$ cat src/rtl/sc_speedcompare.sv
// sc_speedcompare: periodic tick generator sitting behind the speed counter.
// Compares the count against a level-selected threshold, emits a one-cycle
// tick and drives the counter's clear/enable. Also holds the user speed
// level (faster/slower buttons) and the run/pause toggle.
module sc_speedcompare #(
   parameter int SPEEDCOMPARE_DATAWIDTH = 28,
   parameter int SPEEDCOMPARE_LEVEL0    = 50_000_000,
   parameter int SPEEDCOMPARE_LEVEL1    = 25_000_000,
   parameter int SPEEDCOMPARE_LEVEL2    = 12_500_000,
   parameter int SPEEDCOMPARE_LEVEL3    = 6_250_000
) (
   input  logic                              SC_SPEEDCOMPARE_CLOCK_50,
   input  logic                              SC_SPEEDCOMPARE_RESET_InHigh,
   input  logic [SPEEDCOMPARE_DATAWIDTH-1:0] SC_SPEEDCOMPARE_data_InBUS,
   input  logic                              SC_SPEEDCOMPARE_faster_InLow,
   input  logic                              SC_SPEEDCOMPARE_slower_InLow,
   input  logic                              SC_SPEEDCOMPARE_pause_InLow,
   output logic                              SC_SPEEDCOMPARE_tick_OutHigh,
   output logic                              SC_SPEEDCOMPARE_counterClear_OutHigh,
   output logic                              SC_SPEEDCOMPARE_counterUp_OutLow,
   output logic [1:0]                        SC_SPEEDCOMPARE_level_OutBUS
);

   // Threshold is period minus 2: one cycle for the TICK state and one
   // because the counter reads 0 in the first RUN cycle after a clear.
   localparam logic [SPEEDCOMPARE_DATAWIDTH-1:0] THR0 = SPEEDCOMPARE_DATAWIDTH'(SPEEDCOMPARE_LEVEL0 - 2);
   localparam logic [SPEEDCOMPARE_DATAWIDTH-1:0] THR1 = SPEEDCOMPARE_DATAWIDTH'(SPEEDCOMPARE_LEVEL1 - 2);
   localparam logic [SPEEDCOMPARE_DATAWIDTH-1:0] THR2 = SPEEDCOMPARE_DATAWIDTH'(SPEEDCOMPARE_LEVEL2 - 2);
   localparam logic [SPEEDCOMPARE_DATAWIDTH-1:0] THR3 = SPEEDCOMPARE_DATAWIDTH'(SPEEDCOMPARE_LEVEL3 - 2);

   // Encoding chosen so every output is a bare state flop: bit1 = counterUp,
   // bit0 = tick/clear. Clear feeds an async reset, so it must not glitch.
   typedef enum logic [1:0] {
      RUN   = 2'b00,
      PAUSE = 2'b10,
      TICK  = 2'b11
   } state_t;

   state_t                              state;
   state_t                              state_next;
   logic [1:0]                          faster_sync;
   logic [1:0]                          slower_sync;
   logic [1:0]                          pause_sync;
   logic                                faster_prev;
   logic                                slower_prev;
   logic                                pause_prev;
   logic                                faster_edge;
   logic                                slower_edge;
   logic                                pause_edge;
   logic [1:0]                          level;
   logic [SPEEDCOMPARE_DATAWIDTH-1:0]   threshold;
   logic                                reached;

   // Button synchronizers and edge-history flops; idle-high so reset never fakes an edge.
   always_ff @(posedge SC_SPEEDCOMPARE_CLOCK_50 or posedge SC_SPEEDCOMPARE_RESET_InHigh) begin
      if (SC_SPEEDCOMPARE_RESET_InHigh) begin
         faster_sync <= '1;
         slower_sync <= '1;
         pause_sync  <= '1;
         faster_prev <= 1'b1;
         slower_prev <= 1'b1;
         pause_prev  <= 1'b1;
      end else begin
         faster_sync <= {faster_sync[0], SC_SPEEDCOMPARE_faster_InLow};
         slower_sync <= {slower_sync[0], SC_SPEEDCOMPARE_slower_InLow};
         pause_sync  <= {pause_sync[0], SC_SPEEDCOMPARE_pause_InLow};
         faster_prev <= faster_sync[1];
         slower_prev <= slower_sync[1];
         pause_prev  <= pause_sync[1];
      end
   end

   // Falling-edge detection on the synchronized buttons.
   always_comb begin
      faster_edge = faster_prev & ~faster_sync[1];
      slower_edge = slower_prev & ~slower_sync[1];
      pause_edge  = pause_prev & ~pause_sync[1];
   end

   // Speed level: saturating up/down, simultaneous presses cancel.
   always_ff @(posedge SC_SPEEDCOMPARE_CLOCK_50 or posedge SC_SPEEDCOMPARE_RESET_InHigh) begin
      if (SC_SPEEDCOMPARE_RESET_InHigh) begin
         level <= '0;
      end else if (faster_edge && !slower_edge && level != 2'd3) begin
         level <= level + 2'd1;
      end else if (slower_edge && !faster_edge && level != 2'd0) begin
         level <= level - 2'd1;
      end
   end

   // Threshold select and unsigned compare against the live count.
   always_comb begin
      unique case (level)
         2'd0:    threshold = THR0;
         2'd1:    threshold = THR1;
         2'd2:    threshold = THR2;
         default: threshold = THR3;
      endcase
      reached = (SC_SPEEDCOMPARE_data_InBUS >= threshold);
   end

   // State register.
   always_ff @(posedge SC_SPEEDCOMPARE_CLOCK_50 or posedge SC_SPEEDCOMPARE_RESET_InHigh) begin
      if (SC_SPEEDCOMPARE_RESET_InHigh) begin
         state <= RUN;
      end else begin
         state <= state_next;
      end
   end

   // Next-state logic: pause wins over the compare; pause edges in TICK are dropped.
   always_comb begin
      state_next = RUN;
      unique case (state)
         RUN: begin
            if (pause_edge) begin
               state_next = PAUSE;
            end else if (reached) begin
               state_next = TICK;
            end else begin
               state_next = RUN;
            end
         end
         TICK:  state_next = RUN;
         PAUSE: state_next = pause_edge ? RUN : PAUSE;
         default: state_next = RUN;
      endcase
   end

   // Outputs taken straight from the state flops and level register.
   always_comb begin
      SC_SPEEDCOMPARE_tick_OutHigh         = state[0];
      SC_SPEEDCOMPARE_counterClear_OutHigh = state[0];
      SC_SPEEDCOMPARE_counterUp_OutLow     = state[1];
      SC_SPEEDCOMPARE_level_OutBUS         = level;
   end

endmodule
$ cat config.mk
export PLATFORM = sky130hd
export DESIGN_NAME = sc_speedcompare
export DESIGN_NICKNAME = d
export VERILOG_FILES = /design/src/rtl/sc_speedcompare.sv
export SDC_FILE = /design/constraint.sdc
export NUM_CORES = 1
export LEC_CHECK = 0
export ABC_AREA = 1
export ABC_CLOCK_PERIOD_IN_PS = 3250
export CORE_MARGIN = 3
export CORE_UTILIZATION = 47
export DETAILED_ROUTE_END_ITERATION = 16
export MAX_ROUTING_LAYER = met4
export PLACE_DENSITY = 0.84
export SYNTH_ARGS = -nofsm -noshare
export SYNTH_HDL_FRONTEND = slang
export SYNTH_SLANG_ARGS = --single-unit
$ cat constraint.sdc
create_clock -name SC_SPEEDCOMPARE_CLOCK_50 -period 3.25 [get_ports SC_SPEEDCOMPARE_CLOCK_50]
set_input_delay 0.4875 -clock SC_SPEEDCOMPARE_CLOCK_50 [delete_from_list [all_inputs] [get_ports SC_SPEEDCOMPARE_CLOCK_50]]
set_output_delay 0.4875 -clock SC_SPEEDCOMPARE_CLOCK_50 [all_outputs]
set_load 0.02 [all_outputs]
==> reports/results.tsv, run 1 <==
stage	metric	value	unit
run_status	status	complete, no violations	
detailed_routing	DR DRC count	0	
global_routing	number of global-route vias before repair	916	
synthesis	Synth top area share	0.274	
sta	minimum clock period	2.09	ns
detailed_routing	Vias/cell	4.67	
sta	unrepaired setup endpoints after global routing	no	
floorplanning	Die X	53.3	um
synthesis	mapped cell area	1050	um2
global_routing	first-pass GRT wire length	3590	um
worst_setup_path	WP data required	3.41	ns
synthesis	Distinct cells, synth	20	
sta	Hold Violations, Final	0	
cts	CTS tree	built	
floorplanning	Placement Rows	16	
global_routing	global route total overflow	0	
cts	CTS clk-pin slew, worst paths	0.07	ns
floorplanning	Initial Util	0.514	
worst_setup_path	CP Launch Type	register	
synthesis	Synth Warn #	0	
finish	diode count	0	
run	total of max-cap violations	0	
finish	most frequent cells in the layout	clkdlybuf4s50_1 (36), nand2_1 (30), inv_1 (24)	
worst_setup_path	CP arrival	2.24	ns
placed_design	port bufs	36	
sta	Worst slew margin	0.710	
synthesis	Gate Count Post-Synth	130	
cts	hold-fix buffers at CTS	0	
min_path	hold path startpoint	pause_sync[0]$_DFF_PP1_	
global_routing	initial antenna violation count	0	
worst_setup_path	CP startpoint	SC_SPEEDCOMPARE_level_OutBUS[0]$_DFFE_PP0P_	
detailed_routing	drt first pass iters	4	
cts	clock latency on the worst-skew pair	0.26	ns
sta	Clock Skew	0.00300	ns
detailed_routing	DRT antenna net count	0	
finish	share of cells above drive strength 1	0.118	
pwr	static leakage	0.746	nW
cts	Sink Count	13	
worst_setup_path	Critical Path Fanout Max	8	
pwr	Max VDD drop	0.000527	V
floorplanning	Core Box Area	2040	um2
detailed_routing	drt total wl	2220	um
cts	CTS resizes	0	
placed_design	GPL Wtd Cong	0.758	
worst_setup_path	kind of capture point of the worst setup path	register	
detailed_routing	Vias	916	
synthesis	synthesis-stage register bit count	13	
sta	Slew Limit Fails	0	
floorplanning	I/O pins	38	
worst_setup_path	kind of critical path	register to register	
detailed_routing	Initial DRC Count	6	
synthesis	Mapped Avg Cell Area	8.08	um2
synthesis	Yosys top cell by area	ha_1	
global_routing	GRT Total Usage	0.175	
worst_setup_path	worst r2r src	SC_SPEEDCOMPARE_level_OutBUS[0]$_DFFE_PP0P_	
cts	CTS Buf Count	3	
sta	final count of negative-setup-slack endpoints	0	
detailed_routing	drt wl/cell	11.3	um
finish	Final #Nets	226	
sta	total negative slack	0	ns
finish	commonest non-fill, non-tap cell in the layout	clkdlybuf4s50_1	
sta	slew at the pin with the worst max-slew slack	0.434	ns
pwr	Pwr Density	593	nW/um2
synthesis	top cells by area, synth	ha_1 (27%), dfstp_2 (23%), nand2_1 (11%)	
sta	Final period util	0.642	
pwr	Pwr Total	0.867	mW
synthesis	register area share after synthesis	0.321	
cts	clock buffer depth	2	
floorplanning	die height	53.3	um
global_routing	largest net degree at the start of global routing	14	
cts	H-tree levels	1	
placed_design	DP HPWL	1940	um
finish	synth-to-layout area growth	39.3	%
floorplanning	die area	2840	um2
cts	clock root buffer master	clkbuf_4	
synthesis	syn nets	186	
sta	fmax	479	MHz
cts	postcts setup bufs	0	
min_path	Hold WC Path Type	register to register	
## cells by family after synthesis
group	Yosys count	share of synthesized area
AO/OA/AOI/OAI	10	0.0572
XOR/XNOR	2	0.0167
adder cells (fa/ha/maj)	23	0.274
buffers and inverters	25	0.0930
flip-flops	13	0.321
AND/OR/NAND/NOR	57	0.238
## cell usage after synthesis, drive strengths merged
library cell,n
a21o,1
a21oi,6
buf,1
dfrtp,4
dfstp,9
ha,23
inv,24
nand2,32
nand3,8
nand4,1
nor2,15
nor3b,1
o21ai,3
xnor2,1
xor2,1
## critical path, cell delays in order (launching register included)
cell and delay [ns]:
dfrtp_1 0.53, inv_1 0.15, ha_1 0.25, o21ai_0 0.19
ha_1 0.27, nand3_1 0.08, nand3_1 0.07, nand2_1 0.06
nand3_1 0.09, nand2_1 0.09, nand3_1 0.08, nand2_1 0.07
inv_1 0.04
## flip-flops by register name, indices dropped and copies added (netlist names)
name	flops
SC_SPEEDCOMPARE_level_OutBUS	2
faster_prev	1
faster_sync	2
pause_prev	1
pause_sync	2
slower_prev	1
slower_sync	2
state	2
## stage by stage
| stage | util | hold WS [ns] | setup WS (ns) | cells | area [um2] |
|---|---|---|---|---|---|
| 6_report | 0.716 | 0.358 | 1.16 | 196 | 1460 |
| 5_1_grt | 0.716 | 0.363 | 0.989 | 196 | 1460 |
| 4_1_cts | 0.716 | 0.358 | 1.14 | 196 | 1460 |
| 3_5_place_dp | 0.703 | 0.348 | 1.15 | 192 | 1440 |
| 3_3_place_gp | 0.703 | 0.346 | 1.24 | 192 | 1440 |
| 2_1_floorplan | - | 0.345 | 1.34 | 130 | 1050 |
## layout make-up
class                      count  area (um2)
fill                         166         579
tap                           27        33.8
timing repair buffer          36         360
sequential                    13         337
inverter                      24        90.1
clock buffer                   4        26.3
multi-input combinational     92         616
## metal layers
metal  wire length (um)  global-route usage
met1                936               0.192
met2               1150               0.322
met3                126              0.0366
met4                  0              0.0340
met5                  0                   -
## worst paths after layout
path | end | slack (ns) | depth (start not counted)
max | state[1]$_DFF_PP0_ | 1.16 | 12
min | pause_sync[1]$_DFF_PP1_ | 0.36 | 0
max reg2reg | state[1]$_DFF_PP0_ | 1.16 | 12
min reg2reg | pause_sync[1]$_DFF_PP1_ | 0.36 | 0
max in group asynchronous | pause_prev$_DFF_PP1_ | 2.37 | 2
min in group asynchronous | SC_SPEEDCOMPARE_level_OutBUS[1]$_DFFE_PP0P_ | 0.54 | 2
## where the power goes
part / total (mW) / switching, mW / internal (mW) / leakage [nW]
clock network: 0.0907 / 0.0433 / 0.0473 / 0.0150
registers: 0.233 / 0.0373 / 0.196 / 0.141
logic: 0.543 / 0.293 / 0.250 / 0.590
Note: power is estimated with default switching activity, not from simulation.
==> run 2: changes to the inputs <==
- ABC_CLOCK_PERIOD_IN_PS: 3250 -> 2100
- CORE_UTILIZATION: 47 -> 44
- PLACE_DENSITY: 0.84 -> 0.79
- clock period: 3.25 -> 2.1 ns (I/O delays scaled with it)
==> reports/results.tsv, run 2 (same netlist as run 1, synthesis figures left out) <==
stage	metric	value	unit	change
sta	Worst slew margin	0.702		-0.00815
worst_setup_path	worst r2r src	SC_SPEEDCOMPARE_level_OutBUS[0]$_DFFE_PP0P_		
cts	hold-fix buffers at CTS	0		unchanged
worst_setup_path	WP data required	2.26	ns	-1.15 ns
worst_setup_path	Critical-path top delay cell	dfrtp_1		
cts	CTS clk-pin slew, worst paths	0.07	ns	about the same
finish	diode count	0		unchanged
sta	Hold Violations, Final	0		unchanged
floorplanning	die height	54.8	um	+3.0%
cts	CTS tree	built		
worst_setup_path	CP Launch Type	register		
cts	Sink Count	13		unchanged
global_routing	first-pass GRT wire length	3410	um	-5.0%
sta	Final period util	0.895		+0.253
cts	CTS resizes	0		unchanged
sta	unrepaired setup endpoints after global routing	no		
worst_setup_path	r2r setup slk	0.22	ns	-0.94 ns
floorplanning	Initial Util	0.470		-0.0441
detailed_routing	Vias	933		+1.9%
min_path	Hold WC Path Type	input port to asynchronous set/reset pin		
finish	most frequent cells in the layout	clkdlybuf4s50_1 (36), nand2_1 (30), inv_1 (24)		
finish	synth-to-layout area growth	40.3	%	
finish	Final #Nets	227		+0.44%
global_routing	initial antenna violation count	0		unchanged
floorplanning	Placement Rows	17		+1
detailed_routing	DR DRC count	0		unchanged
cts	H-tree levels	1		unchanged
detailed_routing	Initial DRC Count	4		-2
detailed_routing	drt total wl	2240	um	+0.95%
floorplanning	Die X	54.8	um	+3.0%
global_routing	largest net degree at the start of global routing	14		unchanged
detailed_routing	DRT antenna net count	0		unchanged
detailed_routing	Vias/cell	4.71		+0.83%
placed_design	port bufs	36		unchanged
placed_design	DP HPWL	1910	um	-1.5%
pwr	Pwr Total	1.37	mW	+58%
pwr	Pwr Density	927	nW/um2	+56%
floorplanning	Core Box Area	2230	um2	+9.4%
cts	CTS Buf Count	3		unchanged
run	total of max-cap violations	0		unchanged
sta	fmax	532	MHz	+11%
finish	commonest non-fill, non-tap cell in the layout	clkdlybuf4s50_1		
run_status	status	complete, no violations		
worst_setup_path	CP startpoint	SC_SPEEDCOMPARE_level_OutBUS[0]$_DFFE_PP0P_		
worst_setup_path	kind of capture point of the worst setup path	register		
detailed_routing	drt wl/cell	11.3	um	about the same
floorplanning	die area	3010	um2	+6.0%
worst_setup_path	RR Endpoint	state[1]$_DFF_PP0_		
floorplanning	I/O pins	38		unchanged
detailed_routing	drt first pass iters	3		-1
worst_setup_path	CP arrival	2.04	ns	-0.20 ns
worst_setup_path	crit-path max cell delay	0.40	ns	-0.13 ns
sta	Clock Skew	0.00187	ns	-0.00113 ns
sta	minimum clock period	1.88	ns	-0.207 ns
cts	postcts setup bufs	0		unchanged
worst_setup_path	worst setup path endpoint	state[1]$_DFF_PP0_		
sta	total negative slack	0	ns	unchanged
finish	share of cells above drive strength 1	0.129		+0.0111
worst_setup_path	FF-to-FF path depth	11		-1
sta	Slew Limit Fails	0		unchanged
worst_setup_path	Critical Path Fanout Max	4		-4
global_routing	number of global-route vias before repair	910		-0.66%
global_routing	GRT Total Usage	0.163		-0.0121
worst_setup_path	kind of critical path	register to register		
cts	clock buffer depth	2		unchanged
sta	final count of negative-setup-slack endpoints	0		unchanged
pwr	Max VDD drop	0.000590	V	+12%
worst_setup_path	Critical Path, Cell by Cell	inv_1, ha_1, ha_1, nand2_2, inv_1, a21oi_1, nand2_1, a21oi_2, nand3_1, nand2_1, inv_1		
cts	clock latency on the worst-skew pair	0.26	ns	about the same
worst_setup_path	most frequent cell on the critical path	inv_1		
cts	clock root buffer master	clkbuf_4		
finish	fillers	197		+19%
placed_design	GPL Wtd Cong	0.770		+1.6%
sta	slew at the pin with the worst max-slew slack	0.446	ns	+0.0122 ns
pwr	static leakage	0.750	nW	+0.54%
global_routing	global route total overflow	0		unchanged
==> run 2: changes by cell type in the layout (fill, tap and decap cells not counted) <==
cell | before | now
o21ai_0 | 2 | 1
dfrtp_2 | 0 | 1
o21ai_1 | 0 | 1
buf_4 | 0 | 1
dfrtp_1 | 4 | 3
==> run 2: where the power goes <==
| group | internal (mW) | leakage (nW) | switching (mW) |
|---|---|---|---|
| combinational | 0.401 | 0.595 | 0.473 |
| sequential | 0.305 | 0.140 | 0.0421 |
| clock | 0.0735 | 0.0150 | 0.0705 |
| total | 0.780 | 0.750 | 0.585 |
==> run 2: final cells by class <==
class	instances	area (um2)	area share
Multi-Input combinational cell	92	616	0.418
Timing Repair Buffer	37	368	0.250
Sequential cell	13	338	0.229
Inverter	24	90.1	0.0612
Tap cell	28	35.0	0.0238
Clock buffer	4	26.3	0.0178
==> run 2: per-layer routing <==
metal  global-route usage  wire (um)
met4               0.0871         27
met3               0.0191        156
met5                    -          0
met1                0.168        905
met2                0.297       1150
==> run 2: worst min-delay path by stage <==
stage | start | endpoint | slack [ns] | cells after the start
global placement | pause_sync[0]$_DFF_PP1_ | pause_sync[1]$_DFF_PP1_ | 0.35 | 0
detailed placement | faster_sync[0]$_DFF_PP1_ | faster_sync[1]$_DFF_PP1_ | 0.35 | 0
global route | pause_sync[0]$_DFF_PP1_ | pause_sync[1]$_DFF_PP1_ | 0.36 | 0
floorplan | SC_SPEEDCOMPARE_RESET_InHigh | SC_SPEEDCOMPARE_level_OutBUS[0]$_DFFE_PP0P_ | 0.19 | 1
finish | SC_SPEEDCOMPARE_RESET_InHigh | SC_SPEEDCOMPARE_level_OutBUS[0]$_DFFE_PP0P_ | 0.35 | 2
CTS | SC_SPEEDCOMPARE_RESET_InHigh | SC_SPEEDCOMPARE_level_OutBUS[0]$_DFFE_PP0P_ | 0.34 | 2
==> run 2: critical path: cells and delay by family (launching register included) <==
kind            cells  cell delay, ns
compound gates      2            0.32
fa+ha+maj           2            0.54
buf+inv             3            0.18
flops               1            0.40
simple gates        4            0.34
==> run 2: through the flow <==
| step | instance area [um2] | instances | hold slack [ns] | utilization | setup slack, ns |
|---|---|---|---|---|---|
| after CTS | 1470 | 198 | 0.341 | 0.659 | 0.165 |
| after floorplan | 1050 | 130 | 0.186 | - | 0.185 |
| after global routing | 1470 | 198 | 0.362 | 0.659 | 0.0108 |
| after detailed placement | 1450 | 194 | 0.349 | 0.647 | 0.191 |
| after global placement | 1450 | 194 | 0.347 | 0.647 | 0.225 |
| final | 1470 | 198 | 0.346 | 0.659 | 0.220 |
==> run 3: changes to the inputs <==
- ABC_AREA: 1 -> 0
- CORE_UTILIZATION: 44 -> 42
==> reports/results.tsv, run 3 <==
stage	metric	value	unit	change
detailed_routing	drt wl/cell	13.6	um	+21%
synthesis	Synth top area share	0.312		+0.0379
finish	sequential cell area	339	um2	+0.37%
sta	total negative slack	0	ns	unchanged
pwr	static leakage	0.671	nW	-11%
synthesis	Distinct cells, synth	26		+30%
min_path	Hold WC Path Type	input port to asynchronous set/reset pin		
detailed_routing	drt total wl	2250	um	+0.49%
synthesis	syn nets	144		-23%
detailed_routing	Vias/cell	5.10		+8.2%
run_status	status	complete, no violations		
detailed_routing	Initial DRC Count	1		-3
finish	share of cells above drive strength 1	0.297		+0.168
floorplanning	I/O pins	38		unchanged
synthesis	synthesis-stage register bit count	13		unchanged
synthesis	Gate Count Post-Synth	88		-32%
synthesis	Yosys top cell by area	ha_1		
placed_design	DP Worst Slack	-0.131	ns	-0.322 ns
synthesis	mapped cell area	922	um2	-12%
synthesis	FFs w/ async S/R, synth	1.00		unchanged
sta	Slew Limit Fails	0		unchanged
placed_design	Area after DPL	1400	um2	-3.2%
placed_design	port bufs	36		unchanged
finish	fillers	144		-27%
finish	Final Cell Area	1510	um2	+2.2%
floorplanning	Initial Util	0.456		-0.0140
worst_setup_path	Critical Path Fanout Max	5		+1
sta	fmax	481	MHz	-9.5%
sta	Clock Skew	0.00135	ns	-0.000523 ns
detailed_routing	drt first pass iters	3		unchanged
worst_setup_path	kind of critical path	register to register		
cts	CTS tree	built		
sta	slew at the pin with the worst max-slew slack	0.473	ns	+0.0267 ns
global_routing	global route total overflow	0		unchanged
global_routing	largest net degree at the start of global routing	14		unchanged
pwr	Max VDD drop	0.000684	V	+16%
cts	clock buffer depth	2		unchanged
detailed_routing	DR DRC count	0		unchanged
finish	synth-to-layout area growth	63.2	%	
synthesis	number of flops mapped to enable cells by yosys	0		unchanged
finish	commonest non-fill, non-tap cell in the layout	clkdlybuf4s50_1		
cts	CTS clk-pin slew, worst paths	0.07	ns	about the same
floorplanning	Core Box Area	2020	um2	-9.5%
worst_setup_path	r2r setup slk	0.02	ns	-0.20 ns
finish	diode count	0		unchanged
sta	unrepaired setup endpoints after global routing	yes		
run	total of max-cap violations	0		unchanged
sta	final hold slack	0.347	ns	+0.000607 ns
floorplanning	Die X	52.9	um	-3.6%
cts	H-tree levels	1		unchanged
synthesis	Synth Warn #	0		unchanged
synthesis	ys flop type	dfstp_2		
synthesis	register area share after synthesis	0.365		+0.0444
global_routing	number of global-route vias before repair	870		-4.4%
sta	minimum clock period	2.08	ns	+0.198 ns
floorplanning	die height	52.9	um	-3.6%
worst_setup_path	WP data required	2.26	ns	about the same
detailed_routing	Vias	841		-9.9%
synthesis	top-count cell post-synth	ha_1		
synthesis	Mapped Avg Cell Area	10.5	um2	+30%
cts	Sink Count	13		unchanged
sta	Hold Violations, Final	0		unchanged
sta	post-route setup slack	0.0221	ns	-0.198 ns
global_routing	GRT Total Usage	0.167		+0.00450
worst_setup_path	CP Launch Type	register		
worst_setup_path	CP arrival	2.24	ns	+0.20 ns
finish	area taken by multi-input logic gates	628	um2	+2.0%
worst_setup_path	RR Endpoint	state[0]$_DFF_PP0_		
sta	Worst slew margin	0.682		-0.0204
placed_design	DP HPWL	1850	um	-3.3%
cts	CTS Buf Count	3		unchanged
global_routing	initial antenna violation count	0		unchanged
synthesis	Commonest cells post-synth	ha_1 (23), dfstp_2 (9), inv_1 (8)		
cts	clock root buffer master	clkbuf_4		
floorplanning	Placement Rows	16		-1
synthesis	top cells by area, synth	ha_1 (31%), dfstp_2 (26%), dfrtp_1 (11%)		
placed_design	GPL Wtd Cong	0.815		+5.8%
worst_setup_path	worst r2r src	SC_SPEEDCOMPARE_level_OutBUS[0]$_DFFE_PP0P_		
detailed_routing	DRT antenna net count	0		unchanged
worst_setup_path	kind of capture point of the worst setup path	register		
global_routing	first-pass GRT wire length	3370	um	-1.0%
finish	end-of-flow core utilization	0.744		+0.0850
pwr	Pwr Density	1060	nW/um2	+14%
floorplanning	die area	2790	um2	-7.1%
worst_setup_path	FF-to-FF path depth	9		-2
cts	clock latency on the worst-skew pair	0.27	ns	about the same
sta	Final period util	0.989		+0.0944
finish	most frequent cells in the layout	clkdlybuf4s50_1 (36), ha_1 (18), buf_4 (11)		
finish	Final #Nets	195		-14%
sta	final count of negative-setup-slack endpoints	0		unchanged
run 3: cell types whose count changed after synthesis, moves of 3 or more:
cell | previous run | this run
nor2_1 | 13 | 6
nand2_1 | 30 | 1
nand3_1 | 7 | 4
a21o_1 | 1 | 5
inv_1 | 24 | 8
run 3: what timing repair did:
| item | 4_1_cts | 5_1_grt |
|---|---|---|
| buffers inserted | 1 | 0 |
| setup endpoints to repair | 2 | 2 |
| hold buffers | 0 | 0 |
| pin swaps | 10 | 4 |
| gates resized for setup | 12 | 7 |
run 3: layout make-up:
class,instances,area share
multi-input combinational,66,0.417
timing repair buffer,47,0.294
sequential,13,0.225
inverter,8,0.0233
tap,27,0.0224
clock buffer,4,0.0175
run 3: metal layers:
| layer | vias up | GRT usage | part of all wire |
|---|---|---|---|
| met5 | - | - | 0 |
| met4 | 0 | 0.0638 | 0 |
| met3 | 0 | 0.0197 | 0.068 |
| met2 | 24 | 0.353 | 0.55 |
| met1 | 394 | 0.144 | 0.38 |
| li1 | 423 | - | - |
run 3: logic make-up (layout without fill, tap and decap cells):
family,Yosys count,after routing,share of synthesized area
XOR/XNOR,1,1,0.00950
buffers and inverters,9,59,0.0407
AND/OR/NAND/NOR,19,19,0.104
adder cells (fa/ha/maj),23,23,0.312
flip-flops,13,13,0.365
AO/OA/AOI/OAI,23,23,0.168
run 3: where the power goes:
| group | internal [mW] | switching (mW) | total (mW) |
|---|---|---|---|
| clock | 0.0735 | 0.0734 | 0.147 |
| sequential | 0.306 | 0.0657 | 0.372 |
| combinational | 0.573 | 0.499 | 1.07 |
run 3: worst max path at each step:
stage                                                startpoint            endpoint  slack, ns  cells after the start
floorplan           SC_SPEEDCOMPARE_level_OutBUS[0]$_DFFE_PP0P_  state[0]$_DFF_PP0_      0.004                      9
global placement                  SC_SPEEDCOMPARE_data_InBUS[6]  state[0]$_DFF_PP0_      -0.05                      7
detailed placement  SC_SPEEDCOMPARE_level_OutBUS[1]$_DFFE_PP0P_  state[0]$_DFF_PP0_      -0.13                      9
CTS                 SC_SPEEDCOMPARE_level_OutBUS[0]$_DFFE_PP0P_  state[0]$_DFF_PP0_     0.0006                      8
global route        SC_SPEEDCOMPARE_level_OutBUS[0]$_DFFE_PP0P_  state[0]$_DFF_PP0_       -0.1                      9
finish              SC_SPEEDCOMPARE_level_OutBUS[0]$_DFFE_PP0P_  state[0]$_DFF_PP0_       0.02                      9
run 3: per-stage QoR:
step	power [mW]	cells
after global routing	1.72	165
after detailed placement	1.30	160
after CTS	1.54	165
final	1.59	165
after global placement	1.24	160
after floorplan	0.884	88
run 3: worst max-delay path, cell delays in order, from the launching register on:
cell       delay [ns]
dfrtp_2          0.45
inv_4            0.07
ha_4             0.16
buf_4            0.12
buf_4            0.12
ha_1             0.31
nand3_1          0.09
a211oi_2         0.24
o21ai_2          0.10
a2111oi_2        0.30
